`src/rtl/stg_pkg.sv`:
```
// Shared constants and helpers for the shooter blocks (player, enemies, shots).
// Screen geometry, colour formats and a width helper sized for slot indices and counters.
package stg_pkg;

  localparam int MAX_X = 384;
  localparam int MAX_Y = 448;
  localparam int COORD_W = 10;
  localparam int RGB_W = 12;
  localparam logic [RGB_W-1:0] COLOR_KEY = 12'hCCC;
  localparam int PLAYER_HALF_H = 23;

  // Bits needed to hold 0..n-1, never less than one.
  function automatic int idx_width(input int n);
    return (n <= 2) ? 1 : $clog2(n);
  endfunction

endpackage

```
`src/rtl/stg_tick_div.sv`:
```
// Movement tick divider: free-running counter 0..TICK_MAX-1.
// tick is high for the single cycle in which the counter sits at TICK_MAX-1.
module stg_tick_div
  import stg_pkg::*;
#(
  parameter int TICK_MAX = 500000
) (
  input  logic clk,
  input  logic reset,
  output logic tick
);

  localparam int CW = idx_width(TICK_MAX);

  logic [CW-1:0] cnt_q, cnt_d;

  always_comb begin
    tick  = (cnt_q == CW'(TICK_MAX - 1));
    cnt_d = tick ? '0 : cnt_q + 1'b1;
  end

  always_ff @(posedge clk) begin
    if (reset) cnt_q <= '0;
    else       cnt_q <= cnt_d;
  end

endmodule

```
`src/rtl/player_shot_ctrl.sv`:
```
// Player bullet pool: spawns shots above the player on fire, moves them up each tick,
// retires them at the top or on a kill from the collision stage, and renders them per pixel.
module player_shot_ctrl
  import stg_pkg::*;
#(
  parameter int              NUM_SHOTS      = 4,
  parameter int              TICK_MAX       = 500000,
  parameter int              SHOT_SPEED     = 4,
  parameter int              COOLDOWN_TICKS = 8,
  parameter int              SHOT_HALF_W    = 2,
  parameter int              SHOT_H         = 8,
  parameter int              SPAWN_DY       = 24,
  parameter logic [RGB_W-1:0] SHOT_RGB      = 12'hFF0
) (
  input  logic                         clk,
  input  logic                         reset,
  input  logic [COORD_W-1:0]           x,
  input  logic [COORD_W-1:0]           y,
  input  logic                         video_on,
  input  logic                         game_state,
  input  logic                         ctrl_fire,
  input  logic [COORD_W-1:0]           player_x,
  input  logic [COORD_W-1:0]           player_y,
  input  logic                         hit_valid,
  input  logic [2:0]                   hit_idx,
  output logic [NUM_SHOTS-1:0]         shot_active,
  output logic [COORD_W*NUM_SHOTS-1:0] shot_x_flat,
  output logic [COORD_W*NUM_SHOTS-1:0] shot_y_flat,
  output logic                         fired,
  output logic                         shot_on,
  output logic [RGB_W-1:0]             rgb_out
);

  localparam int SLOT_W = idx_width(NUM_SHOTS);
  localparam int CD_W   = idx_width(COOLDOWN_TICKS + 1);

  localparam logic [COORD_W-1:0] SPEED_C = COORD_W'(SHOT_SPEED);
  localparam logic [COORD_W-1:0] DY_C    = COORD_W'(SPAWN_DY);
  localparam logic [CD_W-1:0]    CD_C    = CD_W'(COOLDOWN_TICKS);
  localparam logic [COORD_W:0]   HW_C    = (COORD_W+1)'(SHOT_HALF_W);
  localparam logic [COORD_W:0]   H_C     = (COORD_W+1)'(SHOT_H);

  logic tick;

  stg_tick_div #(.TICK_MAX(TICK_MAX)) u_tick_div (
    .clk   (clk),
    .reset (reset),
    .tick  (tick)
  );

  logic [NUM_SHOTS-1:0] active_q, active_d;
  logic [COORD_W-1:0]   sx_q [NUM_SHOTS];
  logic [COORD_W-1:0]   sx_d [NUM_SHOTS];
  logic [COORD_W-1:0]   sy_q [NUM_SHOTS];
  logic [COORD_W-1:0]   sy_d [NUM_SHOTS];
  logic [CD_W-1:0]      cd_q, cd_d;
  logic                 fired_q, fired_d;
  logic                 shot_on_q, shot_on_d;
  logic [RGB_W-1:0]     rgb_q, rgb_d;

  logic [NUM_SHOTS-1:0] kill_mask;
  logic [NUM_SHOTS-1:0] free_mask;
  logic                 spawn_found;
  logic [SLOT_W-1:0]    spawn_idx;
  logic                 fire_ok;
  logic [COORD_W-1:0]   spawn_y;

  // Free slots exclude a slot being killed this cycle, so a kill is never
  // immediately backfilled by a spawn on the same edge.
  always_comb begin
    kill_mask = '0;
    for (int i = 0; i < NUM_SHOTS; i++) begin
      if (hit_valid && (hit_idx == 3'(i))) kill_mask[i] = 1'b1;
    end
    free_mask   = ~active_q & ~kill_mask;
    spawn_found = 1'b0;
    spawn_idx   = '0;
    for (int i = NUM_SHOTS - 1; i >= 0; i--) begin
      if (free_mask[i]) begin
        spawn_found = 1'b1;
        spawn_idx   = SLOT_W'(i);
      end
    end
    fire_ok = tick && ctrl_fire && game_state && (cd_q == '0) && spawn_found;
    spawn_y = (player_y >= DY_C) ? (player_y - DY_C) : '0;
  end

  always_comb begin
    active_d = active_q;
    sx_d     = sx_q;
    sy_d     = sy_q;
    cd_d     = cd_q;
    fired_d  = 1'b0;
    if (!game_state) begin
      active_d = '0;
      cd_d     = '0;
    end else begin
      if (tick) begin
        if (fire_ok)           cd_d = CD_C;
        else if (cd_q != '0)   cd_d = cd_q - 1'b1;
      end
      fired_d = fire_ok;
      for (int i = 0; i < NUM_SHOTS; i++) begin
        if (kill_mask[i]) begin
          active_d[i] = 1'b0;
        end else if (tick) begin
          if (fire_ok && (spawn_idx == SLOT_W'(i))) begin
            active_d[i] = 1'b1;
            sx_d[i]     = player_x;
            sy_d[i]     = spawn_y;
          end else if (active_q[i]) begin
            // Retire rather than wrap once the shot can no longer take a full step.
            if (sy_q[i] >= SPEED_C) sy_d[i] = sy_q[i] - SPEED_C;
            else                    active_d[i] = 1'b0;
          end
        end
      end
    end
  end

  // Bounds are compared one bit wider so sx < SHOT_HALF_W cannot underflow.
  always_comb begin
    logic [NUM_SHOTS-1:0] hit;
    hit = '0;
    for (int i = 0; i < NUM_SHOTS; i++) begin
      hit[i] = active_q[i]
            && (({1'b0, x} + HW_C) >= {1'b0, sx_q[i]})
            && ({1'b0, x} < ({1'b0, sx_q[i]} + HW_C))
            && ({1'b0, y} >= {1'b0, sy_q[i]})
            && ({1'b0, y} < ({1'b0, sy_q[i]} + H_C));
    end
    shot_on_d = video_on && (|hit);
    rgb_d     = shot_on_d ? SHOT_RGB : '0;
  end

  always_ff @(posedge clk) begin
    if (reset) begin
      active_q  <= '0;
      for (int i = 0; i < NUM_SHOTS; i++) begin
        sx_q[i] <= '0;
        sy_q[i] <= '0;
      end
      cd_q      <= '0;
      fired_q   <= 1'b0;
      shot_on_q <= 1'b0;
      rgb_q     <= '0;
    end else begin
      active_q  <= active_d;
      sx_q      <= sx_d;
      sy_q      <= sy_d;
      cd_q      <= cd_d;
      fired_q   <= fired_d;
      shot_on_q <= shot_on_d;
      rgb_q     <= rgb_d;
    end
  end

  assign shot_active = active_q;
  assign fired       = fired_q;
  assign shot_on     = shot_on_q;
  assign rgb_out     = rgb_q;

  for (genvar g = 0; g < NUM_SHOTS; g++) begin : g_flat
    assign shot_x_flat[COORD_W*g +: COORD_W] = sx_q[g];
    assign shot_y_flat[COORD_W*g +: COORD_W] = sy_q[g];
  end

endmodule
```
`config.mk`:
```
export PLATFORM = sky130hd
export DESIGN_NAME = player_shot_ctrl
export DESIGN_NICKNAME = d
export VERILOG_FILES = /design/src/rtl/stg_pkg.sv /design/src/rtl/stg_tick_div.sv /design/src/rtl/player_shot_ctrl.sv
export SDC_FILE = /design/constraint.sdc
export NUM_CORES = 1
export LEC_CHECK = 0
export BUFFER_PORTS_ARGS = -buffer_cell sky130_fd_sc_hd__buf_2
export CAP_MARGIN = 20
export CORE_UTILIZATION = 40
export CTS_BUF_LIST = sky130_fd_sc_hd__clkbuf_8
export DETAILED_ROUTE_END_ITERATION = 7
export GPL_TIMING_DRIVEN = 0
export PLACE_DENSITY = 0.56
export SLEW_MARGIN = 25
export SYNTH_ARGS = -nofsm -noshare
export SYNTH_HDL_FRONTEND = slang
export SYNTH_SLANG_ARGS = --single-unit
export TNS_END_PERCENT = 50
```
`constraint.sdc`:
```
create_clock -name clk -period 2.9 [get_ports clk]
set_input_delay 0.435 -clock clk [delete_from_list [all_inputs] [get_ports clk]]
set_output_delay 0.435 -clock clk [all_outputs]
set_load 0.005 [all_outputs]
```
After elaboration in Yosys (flattened, before gate mapping)
Index checks and enable logic that the tools add are counted.
- equality and inequality tests: 7
- add/sub/neg operators: 16
- order comparisons: 21
- bitwise operators: 8
- reduce and logical (&&, ||, !) cells: 58
- mux-type cells: 40
- operators by type and width (operator ; number):
    $mux 10 ; 13
    $lt 10x11->1 ; 8
    $add 10x2->11 const B ; 5
    $add 10x4->11 const B ; 4
    $ge 11x10->1 ; 4
    $ge 10x10->1 ; 4
    $ge 10x3->1 const B ; 4
    $sub 10x3->10 const B ; 4
    $logic_and 1x1->1 ; 29
    $mux 1 ; 20
    $reduce_and 5->1 ; 4
    $add 19x1->19 const B ; 1
    $eq 19x19->1 const B ; 1
    $reduce_bool 2->1 ; 9
    $reduce_and 4->1 ; 4
    $mux 12 ; 1
    $reduce_or 3->1 ; 4
    $ge 10x5->1 const B ; 1
    $sub 10x5->10 const B ; 1
    $mux 2 ; 4
    $mux 4 ; 2
    $not 4->4 ; 2
    $eq 3x2->1 const B ; 2
    $not 1->1 ; 5
    other kinds (12) ; 14
- logic and storage cells: 167
- flip-flop bits (word level): 121

Logic depth before layout (Yosys ltp)
- word-level depth: 13
- gate-level depth with buffers: 13
- gate-level depth less buffers: 13

Cells and area by module
A second synthesis with hierarchy kept.
- cell total of the unflattened synthesis: 1263
- area, all modules: 9850.7 um^2
- modules (own cells, without submodules) (module ; seq. area each (um^2) ; instances ; cells each ; area an instance (um^2)):
    player_shot_ctrl ; 1801.7 ; 1 ; 1166 ; 8929.8
    stg_tick_div ; 380.4 ; 1 ; 97 ; 920.9

Least setup slack after synthesis
OpenSTA, ideal clock, no wires.
- kind: input-to-reg
- start point: in x[1]
- end point: reg rgb_q[10] (netlist: rgb_out[10])
- cell stages on the path: 11
- path buffers: 0
- data required time: 2770 ps
- setup slack: 367 ps
- data arrival time: 2403 ps
- path through: ha_1 -> and3_1 -> xor2_1 -> ha_1 -> and4_1 -> o21ai_0 -> o211ai_1 -> a2111oi_0 -> and4b_1 -> a2bb2oi_1 -> o211ai_1
- longest elaborated chain between the ends: 9
- elaborated cells between the ends (all ways): 28
- those cells by class: add/sub: 1; order compare: 8; mux: 1; reduce/logical: 18
- ends and longest elaborated chain (element ; line ; text):
    start: declaration ; player_shot_ctrl.sv:17 ; input logic [COORD_W-1:0] x,
    $add 10x2->11 ; player_shot_ctrl.sv:127 ; && (({1'b0, x} + HW_C) >= {1'b0, sx_q[i]})
    $ge 11x10->1 ; player_shot_ctrl.sv:127 ;
    $logic_and 1x1->1 ; player_shot_ctrl.sv:127 ;
    $logic_and 1x1->1 ; player_shot_ctrl.sv:128 ; && ({1'b0, x} < ({1'b0, sx_q[i]} + HW_C))
    $logic_and 1x1->1 ; player_shot_ctrl.sv:129 ; && ({1'b0, y} >= {1'b0, sy_q[i]})
    $logic_and 1x1->1 ; player_shot_ctrl.sv:130 ; && ({1'b0, y} < ({1'b0, sy_q[i]} + H_C));
    $reduce_or 4->1 (*) ; player_shot_ctrl.sv:132 ; shot_on_d = video_on && (|hit);
    $logic_and 1x1->1 (*) ; player_shot_ctrl.sv:132 ;
    $mux 12 (*) ; player_shot_ctrl.sv:133 ; rgb_d = shot_on_d ? SHOT_RGB : '0;
    end signal: assignment ; player_shot_ctrl.sv:154 ; rgb_q <= rgb_d;
    end: declaration ; player_shot_ctrl.sv:59 ; logic [RGB_W-1:0] rgb_q, rgb_d;
Every way passes the cells marked *; elsewhere a longest branch is shown, timed or not.
A chain may end at the register's enable or synchronous reset.

Final worst setup path
Ends and elaborated chain as after synthesis.

==> metrics <==
status finished, final reports clean; htree depth 3; DRT Wirelength approximately 33,000 µm; unrepaired setup endpoints after global routing true; Max VDD drop 0.1888 mV; Final #Nets ~1,600; Core Box Area ~24,000 µm²; Num CTS Buffers 9; Slew HR 0.4808; final period utilization 0.9795; Clock Skew about 17 ps; Synth Register Bits around 110; commonest non-fill, non-tap cell in the layout ha_1; post-DR vias/cell around 5.5; placed instance count approximately 1,700; post-synthesis instance area between 9000 and 10,000 µm²; share of cells above drive strength 1 0.1745; port bufs ~140; largest net degree at the start of global routing 18; HP Start player_x[0]; worst endpoint data arrival time just over 3000 ps; leading area contributor after synthesis dfxtp_1; vias in the first global route 8,926; Pwr Total around 3 mW; fraction of registers with async set/reset 0; Max Slew Vio Count 0; most frequent cells in the layout 172 x ha_1, 160 x nand2_1, 152 x buf_2; cell leakage power between 4 and 5 nW; Reg-to-Reg Start shot_x_flat[33]$_SDFFE_PP0P_; Setup crit start x[1]; largest cells by area after synthesis dfxtp_1 22%, ha_1 22%, xnor2_1 6.1%; DR WL/cell slightly below 20 µm; gr ovfl total 0; share of Yosys cell area claimed by the top area cell type 0.2200; Ports ~150; sequential fraction of the synthesis area 0.2200; Final setup viols 0; Mean Syn Cell Area around 8 µm²; crit start category input port; # rows 57; P&R area growth vs syn 14.36%; Die ar. 25,430 µm²; Post-DP HPWL around 27,000 µm; Hold Path Class input port to flop; Slew @ Worst Pin 778.8 ps; DIE WIDTH 159.5 µm; Cell variety after synth 81; CTS tree done; Hold Buf Count CTS 0; first-pass GRT wire length 51,690 µm; max-cap viol count 0; GPL Wtd Cong between 0.9 and 1; required time of the critical path about 3200 ps; final period demand of the worst path about 2800 ps; DRC 0; Initial Utilization 0.4078; TritonCTS sink count 109; Power Dens Cells ~260 nW/µm²; Detail Route Antenna Nets 0; CP endpoint kind flop; Post-synth EDFFs 0; GR Util All Layers 0.2631; Clock Path Buffers 2; crit path kind input port to flop; vias around 9,600; DRC violation total after the first TritonRoute iteration 662; Synth Warn # 0; Reg clk slew, reported paths around 110 ps; final hold violations 0; initial antenna violation count 1; ys flop type dfxtp_1; final cell count without fillers 1,729; Syn Inst Count around 1,200; clk_lat worst skew 400 ps; Pre-antenna DRT Iters 6; root buf cell clkbuf_8; CP Max Fanout 8; fillcell total 2,520; Max Freq approximately 350 MHz; Die Height 159.5 µm
[state kept, by name (all words and copies together), names as in the netlist]
name / count
shot_x_flat: 40
u_tick_div.cnt_q: 19
rgb_out: 1
shot_y_flat: 40
cd_q: 4
fired: 1
shot_active: 4
[cell type report]
type / count / area (µm²) / area share
Multi-Input combinational cell: 995 / 7234 / 0.6378
Sequential cell: 109 / 2191 / 0.1932
Timing Repair Buffer: 143 / 720.7 / 0.06354
Tap cell: 324 / 405.4 / 0.03574
Inverter: 94 / 352.8 / 0.03111
Buffer: 47 / 257.7 / 0.02272
Clock buffer: 10 / 137.6 / 0.01213
Clock inverter: 6 / 40.04 / 0.003530
Antenna cell: 1 / 2.502 / 0.0002206
[stage by stage]
stage                     setup WS [ps]  cell area, µm²    util  setup TNS (ps)  hold WS [ps]
after global routing             -11.43           11340  0.4664          -11.43         330.0
final                             59.49           11340  0.4664               0         350.3
after floorplan                   367.1            9930       -               0         426.0
after detailed placement         -623.5           11040  0.4540          -623.5         447.7
after global placement           -648.1           11040  0.4540          -648.1         437.0
after CTS                         4.879           11250  0.4627               0         328.7
[final timing paths]
| path | slack [ps] | cells after the start | to |
|---|---|---|---|
| min reg2reg | 470 | 1 | u_tick_div.cnt_q[0]$_SDFF_PP0_ |
| max | 60 | 12 | rgb_out[10]$_SDFF_PP0_ |
| max reg2reg | 130 | 13 | rgb_out[10]$_SDFF_PP0_ |
| min | 350 | 3 | shot_x_flat[10]$_SDFFE_PP0P_ |
[repair_timing]
item                       in CTS  in global routing
pin swaps                       0                  2
setup endpoints to repair       1                 26
setup buffers                   0                  2
gates cloned                    0                  0
hold endpoints to repair        0                  0
resized for setup               6                 21
[kinds of logic (layout without fill, tap and decap cells)]
kind of cell / Yosys count / after routing / synth area share
AOI/OAI and AO/OA: 276 / 276 / 0.1868
xor gates and xnor gates: 85 / 85 / 0.07506
adders and majority gates: 172 / 172 / 0.2170
buffers and inverters: 141 / 300 / 0.06118
DFF: 109 / 109 / 0.2200
muxes: 1 / 1 / 0.001135
other: 1 / 5 / 0.0003781
and+or+nand+nor: 457 / 457 / 0.2384
[cells in the mapped netlist, types with 3 or more instances]
| cell type | number |
|---|---|
| a22oi_1 | 4 |
| a2111oi_0 | 9 |
| and2_1 | 11 |
| a211oi_2 | 3 |
| xnor2_1 | 69 |
| and4b_1 | 3 |
| or3_1 | 8 |
| o21ai_1 | 3 |
| nand2b_1 | 15 |
| o211ai_1 | 14 |
| and3_1 | 20 |
| nor3_1 | 28 |
| nor2b_1 | 9 |
| o221a_2 | 4 |
| or3b_2 | 4 |
| o31ai_1 | 3 |
| a211oi_1 | 22 |
| o21ai_0 | 38 |
| clkbuf_1 | 21 |
| a21oi_1 | 90 |
| a31oi_1 | 11 |
| and4_1 | 6 |
| a211o_1 | 7 |
| o2111ai_1 | 4 |
| nor3b_1 | 4 |
| ha_1 | 172 |
| dfxtp_1 | 109 |
| and4bb_2 | 3 |
| nand2_1 | 160 |
| a2bb2oi_1 | 3 |
| o32ai_1 | 3 |
| or2_2 | 5 |
| nor4_1 | 11 |
| inv_1 | 94 |
| nand3_1 | 48 |
| or4_1 | 4 |
| buf_2 | 11 |
| a21o_1 | 15 |
| o21a_1 | 17 |
| nor2_1 | 76 |
| nand4_1 | 21 |
| xor2_1 | 16 |
| buf_4 | 13 |
[per-layer routing]
layer | vias up | routed length [µm] | global-route usage
li1 | 4751 | - | -
met1 | 4461 | 15570 | 0.3686
met2 | 317 | 15250 | 0.4198
met3 | 39 | 2039 | 0.03829
met4 | 0 | 574 | 0.06774
met5 | - | 0 | 0
[report_power, final]
part / internal (mW) / total (mW) / switching [mW]
Combinational: 0.193 / 0.526 / 0.332
Clock: 0.338 / 0.936 / 0.598
Sequential: 1.50 / 1.50 / 0.00328
[critical path: stages]
cell and delay, ps:
buf_2 230, ha_1 210, and3_1 220, xor2_2 340
ha_1 310, and4_1 170, o21ai_0 70, o211ai_1 110
a2111oi_0 370, and4b_1 290, a2bb2oi_2 220, o211ai_1 130
Power figures use the tool's default switching activity.
